==> config.mk <==
export PLATFORM = sky130hd
export DESIGN_NAME = tunable_clock_gen_flat
export DESIGN_NICKNAME = d
export VERILOG_FILES = /design/src/rtl/tunable_clock_gen_pkg.sv /design/src/rtl/tunable_clock_gen_if.sv /design/src/rtl/tunable_clock_gen_period_clamp.sv /design/src/rtl/tunable_clock_gen.sv /design/src/flat_wrapper.sv
export SDC_FILE = /design/constraint.sdc
export NUM_CORES = 1
export LEC_CHECK = 0
export ABC_AREA = 1
export CAP_MARGIN = 10
export CORE_MARGIN = 1
export CORE_UTILIZATION = 51
export CTS_BUF_LIST = sky130_fd_sc_hd__clkbuf_2 sky130_fd_sc_hd__clkbuf_4 sky130_fd_sc_hd__clkbuf_8
export DETAILED_ROUTE_END_ITERATION = 10
export GPL_TIMING_DRIVEN = 0
export PLACE_DENSITY_LB_ADDON = 0.05
export SYNTH_ARGS = -nofsm -noshare
export SYNTH_HDL_FRONTEND = slang
export SYNTH_SLANG_ARGS = --single-unit
==> constraint.sdc <==
create_clock -name clk50 -period 4.15 [get_ports clk50]
set_clock_uncertainty 0.05 [all_clocks]
set_input_delay 0.6225 -clock clk50 [delete_from_list [all_inputs] [get_ports clk50]]
set_output_delay 0.6225 -clock clk50 [all_outputs]
set_load 0.03 [all_outputs]
==> src/rtl/tunable_clock_gen_pkg.sv <==
// Shared types for tunable_clock_gen.
//   state_e    : output-clock FSM states
//   CMD_*      : inc_dec command encodings
//   clamp_op_e : operation selector for the period_clamp datapath
package tunable_clock_gen_pkg;

    typedef enum logic [1:0] {
        IDLE = 2'd0,
        HIGH = 2'd1,
        LOW  = 2'd2
    } state_e;

    localparam logic [1:0] CMD_HOLD = 2'b00;
    localparam logic [1:0] CMD_INC  = 2'b01;
    localparam logic [1:0] CMD_DEC  = 2'b10;

    typedef enum logic [1:0] {
        OP_HOLD = 2'd0,
        OP_LOAD = 2'd1,
        OP_INC  = 2'd2,
        OP_DEC  = 2'd3
    } clamp_op_e;

endpackage

==> src/rtl/tunable_clock_gen_if.sv <==
// Command / status bus of tunable_clock_gen.
//   load, load_val      : replace pending period
//   cmd_valid, inc_dec  : one-cycle lengthen/shorten command, amount = step
//   min_p, max_p        : runtime period limits
//   period_next         : pending period (status)
//   at_min, at_max      : pending period sits on the effective limit (status)
// master = command source, slave = generator.
interface tunable_clock_gen_if #(
    parameter int W = 8
);
    logic         load;
    logic [W-1:0] load_val;
    logic         cmd_valid;
    logic [1:0]   inc_dec;
    logic [W-1:0] step;
    logic [W-1:0] min_p;
    logic [W-1:0] max_p;
    logic [W-1:0] period_next;
    logic         at_min;
    logic         at_max;

    modport master (
        output load, load_val, cmd_valid, inc_dec, step, min_p, max_p,
        input  period_next, at_min, at_max
    );

    modport slave (
        input  load, load_val, cmd_valid, inc_dec, step, min_p, max_p,
        output period_next, at_min, at_max
    );
endinterface

==> src/rtl/tunable_clock_gen_period_clamp.sv <==
// period_clamp: combinational candidate computation plus limit clamp.
//   op_i       : HOLD / LOAD / INC / DEC
//   base_i     : current pending period
//   step_i     : adjustment amount
//   load_val_i : value for LOAD
//   min_p_i    : runtime lower limit (raised to MIN_LEGAL)
//   max_p_i    : runtime upper limit
//   result_o   : clamped candidate
//   min_eff_o, max_eff_o : effective limits
// Arithmetic is done two bits wider and signed, so an add cannot wrap and
// a subtract below zero stays negative before clamping.
module period_clamp
    import tunable_clock_gen_pkg::*;
#(
    parameter int W         = 8,
    parameter int MIN_LEGAL = 2
) (
    input  clamp_op_e    op_i,
    input  logic [W-1:0] base_i,
    input  logic [W-1:0] step_i,
    input  logic [W-1:0] load_val_i,
    input  logic [W-1:0] min_p_i,
    input  logic [W-1:0] max_p_i,
    output logic [W-1:0] result_o,
    output logic [W-1:0] min_eff_o,
    output logic [W-1:0] max_eff_o
);
    localparam logic [W-1:0] MIN_L = W'(MIN_LEGAL);

    logic signed [W+1:0] cand;
    logic signed [W+1:0] lim_lo;
    logic signed [W+1:0] lim_hi;

    always_comb begin
        min_eff_o = (min_p_i > MIN_L) ? min_p_i : MIN_L;
        max_eff_o = max_p_i;
        lim_lo    = {2'b00, min_eff_o};
        lim_hi    = {2'b00, max_eff_o};
        case (op_i)
            OP_LOAD: cand = {2'b00, load_val_i};
            OP_INC:  cand = {2'b00, base_i} + {2'b00, step_i};
            OP_DEC:  cand = {2'b00, base_i} - {2'b00, step_i};
            default: cand = {2'b00, base_i};
        endcase
        // Upper clamp first, lower clamp last, so the minimum wins when the
        // limits cross.
        if (((cand > lim_hi) ? lim_hi : cand) < lim_lo)
            result_o = min_eff_o;
        else if (cand > lim_hi)
            result_o = max_eff_o;
        else
            result_o = cand[W-1:0];
    end
endmodule

==> src/rtl/tunable_clock_gen.sv <==
// tunable_clock_gen: glitch-free programmable clock divider.
//   clk50, rst_r : clock, async active-high reset
//   en           : run (sampled only at period boundaries)
//   bus          : command/status interface (slave)
//   clk_out      : generated clock, registered
//   period       : period currently in use
//   tick         : one-cycle pulse with each clk_out rising edge
// Commands update the pending period at any time; the running period only
// takes the pending value on HIGH entry, so no phase is ever shortened.
module tunable_clock_gen
    import tunable_clock_gen_pkg::*;
#(
    parameter int W           = 8,
    parameter int INIT_PERIOD = 125,
    parameter int MIN_LEGAL   = 2
) (
    input  logic                clk50,
    input  logic                rst_r,
    input  logic                en,
    tunable_clock_gen_if.slave  bus,
    output logic                clk_out,
    output logic [W-1:0]        period,
    output logic                tick
);
    localparam logic [W-1:0] INIT_P =
        W'((INIT_PERIOD < MIN_LEGAL) ? MIN_LEGAL : INIT_PERIOD);

    state_e       state_q, state_d;
    logic [W-1:0] cnt_q, cnt_d;
    logic         clk_q, clk_d;
    logic         tick_q, tick_d;
    logic [W-1:0] period_q, period_d;
    logic [W-1:0] pn_q, pn_d;
    logic         start;

    clamp_op_e    op;
    logic [W-1:0] clamp_res, min_eff, max_eff;

    // load beats a command; zero step or a hold code leaves pending untouched
    always_comb begin
        op = OP_HOLD;
        if (bus.load)
            op = OP_LOAD;
        else if (bus.cmd_valid && (bus.step != '0)) begin
            case (bus.inc_dec)
                CMD_INC: op = OP_INC;
                CMD_DEC: op = OP_DEC;
                default: op = OP_HOLD;
            endcase
        end
    end

    period_clamp #(.W(W), .MIN_LEGAL(MIN_LEGAL)) u_clamp (
        .op_i       (op),
        .base_i     (pn_q),
        .step_i     (bus.step),
        .load_val_i (bus.load_val),
        .min_p_i    (bus.min_p),
        .max_p_i    (bus.max_p),
        .result_o   (clamp_res),
        .min_eff_o  (min_eff),
        .max_eff_o  (max_eff)
    );

    assign pn_d = (op == OP_HOLD) ? pn_q : clamp_res;

    // cnt_q holds remaining cycles of the current phase minus one
    always_comb begin
        state_d  = state_q;
        cnt_d    = cnt_q;
        clk_d    = clk_q;
        tick_d   = 1'b0;
        period_d = period_q;
        start    = 1'b0;
        case (state_q)
            IDLE: begin
                clk_d = 1'b0;
                start = en;
            end
            HIGH: begin
                if (cnt_q == '0) begin
                    state_d = LOW;
                    clk_d   = 1'b0;
                    cnt_d   = (period_q >> 1) - W'(1);
                end else begin
                    cnt_d = cnt_q - W'(1);
                end
            end
            LOW: begin
                if (cnt_q == '0) begin
                    if (en) begin
                        start = 1'b1;
                    end else begin
                        state_d = IDLE;
                        clk_d   = 1'b0;
                    end
                end else begin
                    cnt_d = cnt_q - W'(1);
                end
            end
            default: begin
                state_d = IDLE;
                clk_d   = 1'b0;
            end
        endcase
        if (start) begin
            state_d  = HIGH;
            clk_d    = 1'b1;
            tick_d   = 1'b1;
            period_d = pn_q;
            cnt_d    = pn_q - (pn_q >> 1) - W'(1);
        end
    end

    always_ff @(posedge clk50 or posedge rst_r) begin
        if (rst_r) begin
            state_q  <= IDLE;
            cnt_q    <= '0;
            clk_q    <= 1'b0;
            tick_q   <= 1'b0;
            period_q <= INIT_P;
            pn_q     <= INIT_P;
        end else begin
            state_q  <= state_d;
            cnt_q    <= cnt_d;
            clk_q    <= clk_d;
            tick_q   <= tick_d;
            period_q <= period_d;
            pn_q     <= pn_d;
        end
    end

    assign clk_out         = clk_q;
    assign tick            = tick_q;
    assign period          = period_q;
    assign bus.period_next = pn_q;
    assign bus.at_min      = (pn_q == min_eff);
    assign bus.at_max      = (pn_q == max_eff);
endmodule

==> src/flat_wrapper.sv <==
// flat-port wrapper written by rule: the top's interface ports become plain ports
module tunable_clock_gen_flat import tunable_clock_gen_pkg::*;
#(
    parameter int W           = 8,
    parameter int INIT_PERIOD = 125,
    parameter int MIN_LEGAL   = 2
)
  (clk50, rst_r, en, clk_out, period, tick, bus_load, bus_load_val, bus_cmd_valid, bus_inc_dec, bus_step, bus_min_p, bus_max_p, bus_period_next, bus_at_min, bus_at_max);
  tunable_clock_gen_if #(.W(W)) bus_i ();
  input  logic clk50;
  input  logic rst_r;
  input  logic en;
  output logic clk_out;
  output logic [W-1:0] period;
  output logic tick;
  input wire logic [$bits(bus_i.load)-1:0] bus_load;
  input wire logic [$bits(bus_i.load_val)-1:0] bus_load_val;
  input wire logic [$bits(bus_i.cmd_valid)-1:0] bus_cmd_valid;
  input wire logic [$bits(bus_i.inc_dec)-1:0] bus_inc_dec;
  input wire logic [$bits(bus_i.step)-1:0] bus_step;
  input wire logic [$bits(bus_i.min_p)-1:0] bus_min_p;
  input wire logic [$bits(bus_i.max_p)-1:0] bus_max_p;
  output wire logic [$bits(bus_i.period_next)-1:0] bus_period_next;
  output wire logic [$bits(bus_i.at_min)-1:0] bus_at_min;
  output wire logic [$bits(bus_i.at_max)-1:0] bus_at_max;
  assign bus_i.load = bus_load;
  assign bus_i.load_val = bus_load_val;
  assign bus_i.cmd_valid = bus_cmd_valid;
  assign bus_i.inc_dec = bus_inc_dec;
  assign bus_i.step = bus_step;
  assign bus_i.min_p = bus_min_p;
  assign bus_i.max_p = bus_max_p;
  assign bus_period_next = bus_i.period_next;
  assign bus_at_min = bus_i.at_min;
  assign bus_at_max = bus_i.at_max;
  tunable_clock_gen #(.W(W), .INIT_PERIOD(INIT_PERIOD), .MIN_LEGAL(MIN_LEGAL)) u_core (.clk50(clk50), .rst_r(rst_r), .en(en), .bus(bus_i), .clk_out(clk_out), .period(period), .tick(tick));
endmodule
==> results.md <==
- Max-cap violations in this run came to 0.
- The initial antenna violation count is 0.
- Once layout is complete, the cells apart from fillers number 763.
- Across all setup checks in the final design, the least slack found is -0.438 ns.
- The category of the most critical setup path is flop to flop.
- The top fanout value on the critical path is 8.
- The path class of the tightest hold or removal check is flop to flop.
- The cell that appears most often on the critical path is sky130_fd_sc_hd__nand2_1.
- For this run, the post-layout net count is 755.
- The post-layout minimum cycle time is 4.59 ns.
- The die is between 80 and 90 um tall.
- The number of warnings printed during yosys synthesis is 0.
- For this run, the register share of the synthesized area comes to 0.196.
- The area of the die is 7510 um2.
- The setup slack on the worst flop-to-flop path is -0.44 ns.
- Wires add up to 12,200 um.
- The fraction of final layout cells with drive strength greater than 1 is 0.283.
- Setup violations remaining at the end of the flow were counted as 8.
- The logic gate share of total power is 0.784.
- The total count of hold-check failures in the final report is 0.
- The maximum clock rate is 218 MHz.
- The congestion estimate from routability-driven global placement came to slightly above 0.9.
- The clock-pin slew of the registers on the worst-case setup and hold paths is 0.10 ns.
- The run finished, with violations left.
- The register bit count reported by yosys is 28.
- The slowest stage of the critical path belongs to the cell sky130_fd_sc_hd__dfstp_2.
- The violation count after the first detailed-route iteration is 261.
- The root buffer selected by CTS is sky130_fd_sc_hd__clkbuf_8.
- The most used flip-flop cell after synthesis is sky130_fd_sc_hd__dfrtp_1.
- The fraction of the cycle the final worst path needs is 1.11.
- Internal power comes to approximately 0.0019 W.
- The cell area after synthesis is 3650 um2.
- The global route total overflow is 0.
- The number of flops mapped to enable cells by yosys is 0.
- The initial utilization of the core area, before any placement, comes to 0.532.
- The total placed cells including tap cells is about 720.
- For this design the total switching power over the nets is 0.00206 W.
- After detailed routing, the number of vias per cell comes to roughly 5.6.
- The worst setup path is captured at a flop.
- Of the total power, registers draw 0.170.
- The net count after synthesis is 649.
- For this design the static power due to leakage is ~2.6 nW.
- The cell count after synthesis came out at 562.
- The placement-stage worst setup slack is -1.27 ns.
- The headroom to the max-slew limit is 0.666.
- After detailed routing, the number of remaining DRC violations is 0.
- The maximum clock insertion buffer count is 2.
- Setup repair after global routing could not meet its margin everywhere.
- The number of buffers added by the clock tree synthesis step is 3.
- The floorplan die width is roughly 87 um.
- The total number of vias is between 4,000 and 5,000.
- Entering global routing, the biggest net connects 29 pins.
- The areal power density over the cells is 739 nW/um2.
- The count of input and output buffers is 57.
- For this run, the total global-route usage over all layers was measured as 0.308.
- The count of antenna diodes in the layout is 0.
- The synthesized netlist contains 45 unique library cells.
- The I/O pin total is 59.
- The first global-routing pass estimated 18,100 um of wire.
- The TritonCTS clock tree is yes.
- The number of pins with negative max-slew slack in the final report is 0.
- The final reports fail on negative setup slack.
- The average footprint of a synthesized cell is 6.50 um2.
- CTS built an H-tree with a depth of 1.
- The core area is ~6900 um2.
- In this run, post-CTS hold repair placed 0 buffers.
- VDD sags by at most approximately 0.37 mV.
- The clock latency on the worst-skew pair is 0.28 ns.
- In this run the remaining antenna-violating nets after routing total 0.
- The arrival time reported for the critical path endpoint is between 4 and 5 ns.
- The launching element type of the critical path is a flop.
- Data on the critical path is required at its endpoint by 4.32 ns.
- The via count of the first global-routing pass is 3,924.
- For the pin with the worst max-slew slack, the measured transition is 0.496 ns.
- Counting every sink on the clock net gives 28.
- The average wire per cell in the routed design is 16.0 um.
- The floorplan has 30 rows.
- Of the total power, the clock network draws 0.046.
- The half-perimeter wire length of the detailed placement result is 8140 um.
- For this run, asynchronously set or reset flops after synthesis account for 1.00.
- For this run, the slowest stage of the critical path takes 0.60 ns.
- The detailed-router iteration count before antenna repair is 5.
- The switching part of the total power is 0.526.
- From synthesis to final layout, the design area changed by 45.3%.
## cell usage in the layout (no fill, tap or decap), types with 5 or more instances in the layout
cell and instances:
sky130_fd_sc_hd__a21oi_1 12, sky130_fd_sc_hd__a21oi_2 8, sky130_fd_sc_hd__buf_4 41, sky130_fd_sc_hd__clkbuf_8 5, sky130_fd_sc_hd__clkdlybuf4s50_1 47, sky130_fd_sc_hd__dfrtp_1 15, sky130_fd_sc_hd__dfstp_2 11, sky130_fd_sc_hd__ha_1 29
sky130_fd_sc_hd__ha_4 16, sky130_fd_sc_hd__inv_1 78, sky130_fd_sc_hd__inv_2 16, sky130_fd_sc_hd__nand2_1 133, sky130_fd_sc_hd__nand2_2 17, sky130_fd_sc_hd__nand2_4 10, sky130_fd_sc_hd__nand3_1 37, sky130_fd_sc_hd__nand3_2 16
sky130_fd_sc_hd__nand4_1 9, sky130_fd_sc_hd__nor2_1 29, sky130_fd_sc_hd__nor2_2 6, sky130_fd_sc_hd__nor3_1 6, sky130_fd_sc_hd__o21ai_0 26, sky130_fd_sc_hd__xnor2_1 6, sky130_fd_sc_hd__xor2_1 16
## synthesized netlist by cell type (4+ instances only)
cell type / n / area share
sky130_fd_sc_hd__dfstp_2: 12 / 0.086
sky130_fd_sc_hd__xor2_1: 16 / 0.038
sky130_fd_sc_hd__ha_1: 45 / 0.15
sky130_fd_sc_hd__a21oi_1: 23 / 0.031
sky130_fd_sc_hd__nand3_1: 52 / 0.071
sky130_fd_sc_hd__nand2_1: 154 / 0.16
sky130_fd_sc_hd__clkbuf_1: 4 / 0.0041
sky130_fd_sc_hd__o21ai_0: 34 / 0.047
sky130_fd_sc_hd__nand2_4: 4 / 0.012
sky130_fd_sc_hd__dfrtp_1: 16 / 0.11
sky130_fd_sc_hd__nand4_1: 9 / 0.015
sky130_fd_sc_hd__inv_1: 95 / 0.098
sky130_fd_sc_hd__xnor2_1: 6 / 0.014
sky130_fd_sc_hd__nor3_1: 7 / 0.0096
sky130_fd_sc_hd__nor2_1: 38 / 0.039
sky130_fd_sc_hd__o211ai_1: 4 / 0.0082
## cells by family (layout without fill, tap and decap cells)
kind of cell,Yosys count,in the layout,share of synthesized area
AO/OA/AOI/OAI,78,78,0.123
XOR/XNOR,22,22,0.0527
multiplexers,1,1,0.00274
adder cells (fa/ha/maj),48,48,0.170
buffers and inverters,105,210,0.113
AND/OR/NAND/NOR,280,280,0.342
flip-flops,28,28,0.196
## path summary, 6_finish.rpt
check                                     startpoint                         to  depth (start not counted)
min in group asynchronous                      rst_r             u_core.clk_out                          2
setup / recovery           u_core.bus.period_next[0]  u_core.bus.period_next[2]                         33
hold / removal                      u_core.period[0]           u_core.period[0]                          2
hold reg to reg                     u_core.period[0]           u_core.period[0]                          2
max in group asynchronous                      rst_r           u_core.period[4]                          3
setup reg to reg           u_core.bus.period_next[0]  u_core.bus.period_next[2]                         33
## flip-flops by register name, indices dropped and copies added (netlist names)
signal,count
u_core.bus.period_next,8
u_core.tick,1
u_core.clk_out,1
u_core.state_q,2
u_core.cnt_q,8
u_core.period,8
## area by class of cell
cell class | count | area [um2]
buffer | 7 | 56.3
clock buffer | 4 | 55.1
fill | 496 | 1560
inverter | 97 | 372
multi-input combinational | 429 | 3060
sequential | 28 | 721
tap | 96 | 120
timing repair buffer | 102 | 926
## timing repair
item / 4_1_cts / 5_1_grt
endpoints found under the setup margin: 8 / 8
resized for setup: 75 / 69
pin swaps: 41 / 42
cloned: 0 / 0
buffers inserted: 28 / 16
## metal layers
layer	track usage	wire, um	up-vias
met2	0.572	6180	220
met3	0.0305	853	46
li1	-	-	2029
met4	0.111	427	0
met5	0	0	-
met1	0.366	4710	2000
## power by group through the flow
stage	clock network [W]	logic (W)	registers, W
after global routing	0.000193	0.00334	0.000682
after floorplan	0	0.00151	0.000788
final	0.000180	0.00308	0.000668
after CTS	0.000181	0.00267	0.000669
after detailed placement	0	0.00227	0.000693
after global placement	0	0.00221	0.000689
## critical path, delay by kind of cell, from the launching register on
kind | cells | cell delay, ns
and+or+nand+nor | 18 | 1.52
adders and majority gates | 4 | 1.04
AOI/OAI and AO/OA | 6 | 0.90
buffers and inverters | 5 | 0.39
DFF | 1 | 0.60
## per-stage QoR
stage	hold slack, ns	util	power, W	TNS [ns]	instance area [um2]
after floorplan	0.446	-	0.00229	-0.424	3730
after global placement	0.441	0.644	0.00290	-9.24	4420
after detailed placement	0.440	0.644	0.00296	-9.36	4420
after CTS	0.456	0.718	0.00352	-1.88	4930
after global routing	0.466	0.773	0.00422	-4.99	5310
final	0.461	0.773	0.00392	-3.10	5310
Power figures use the tool's default switching activity.
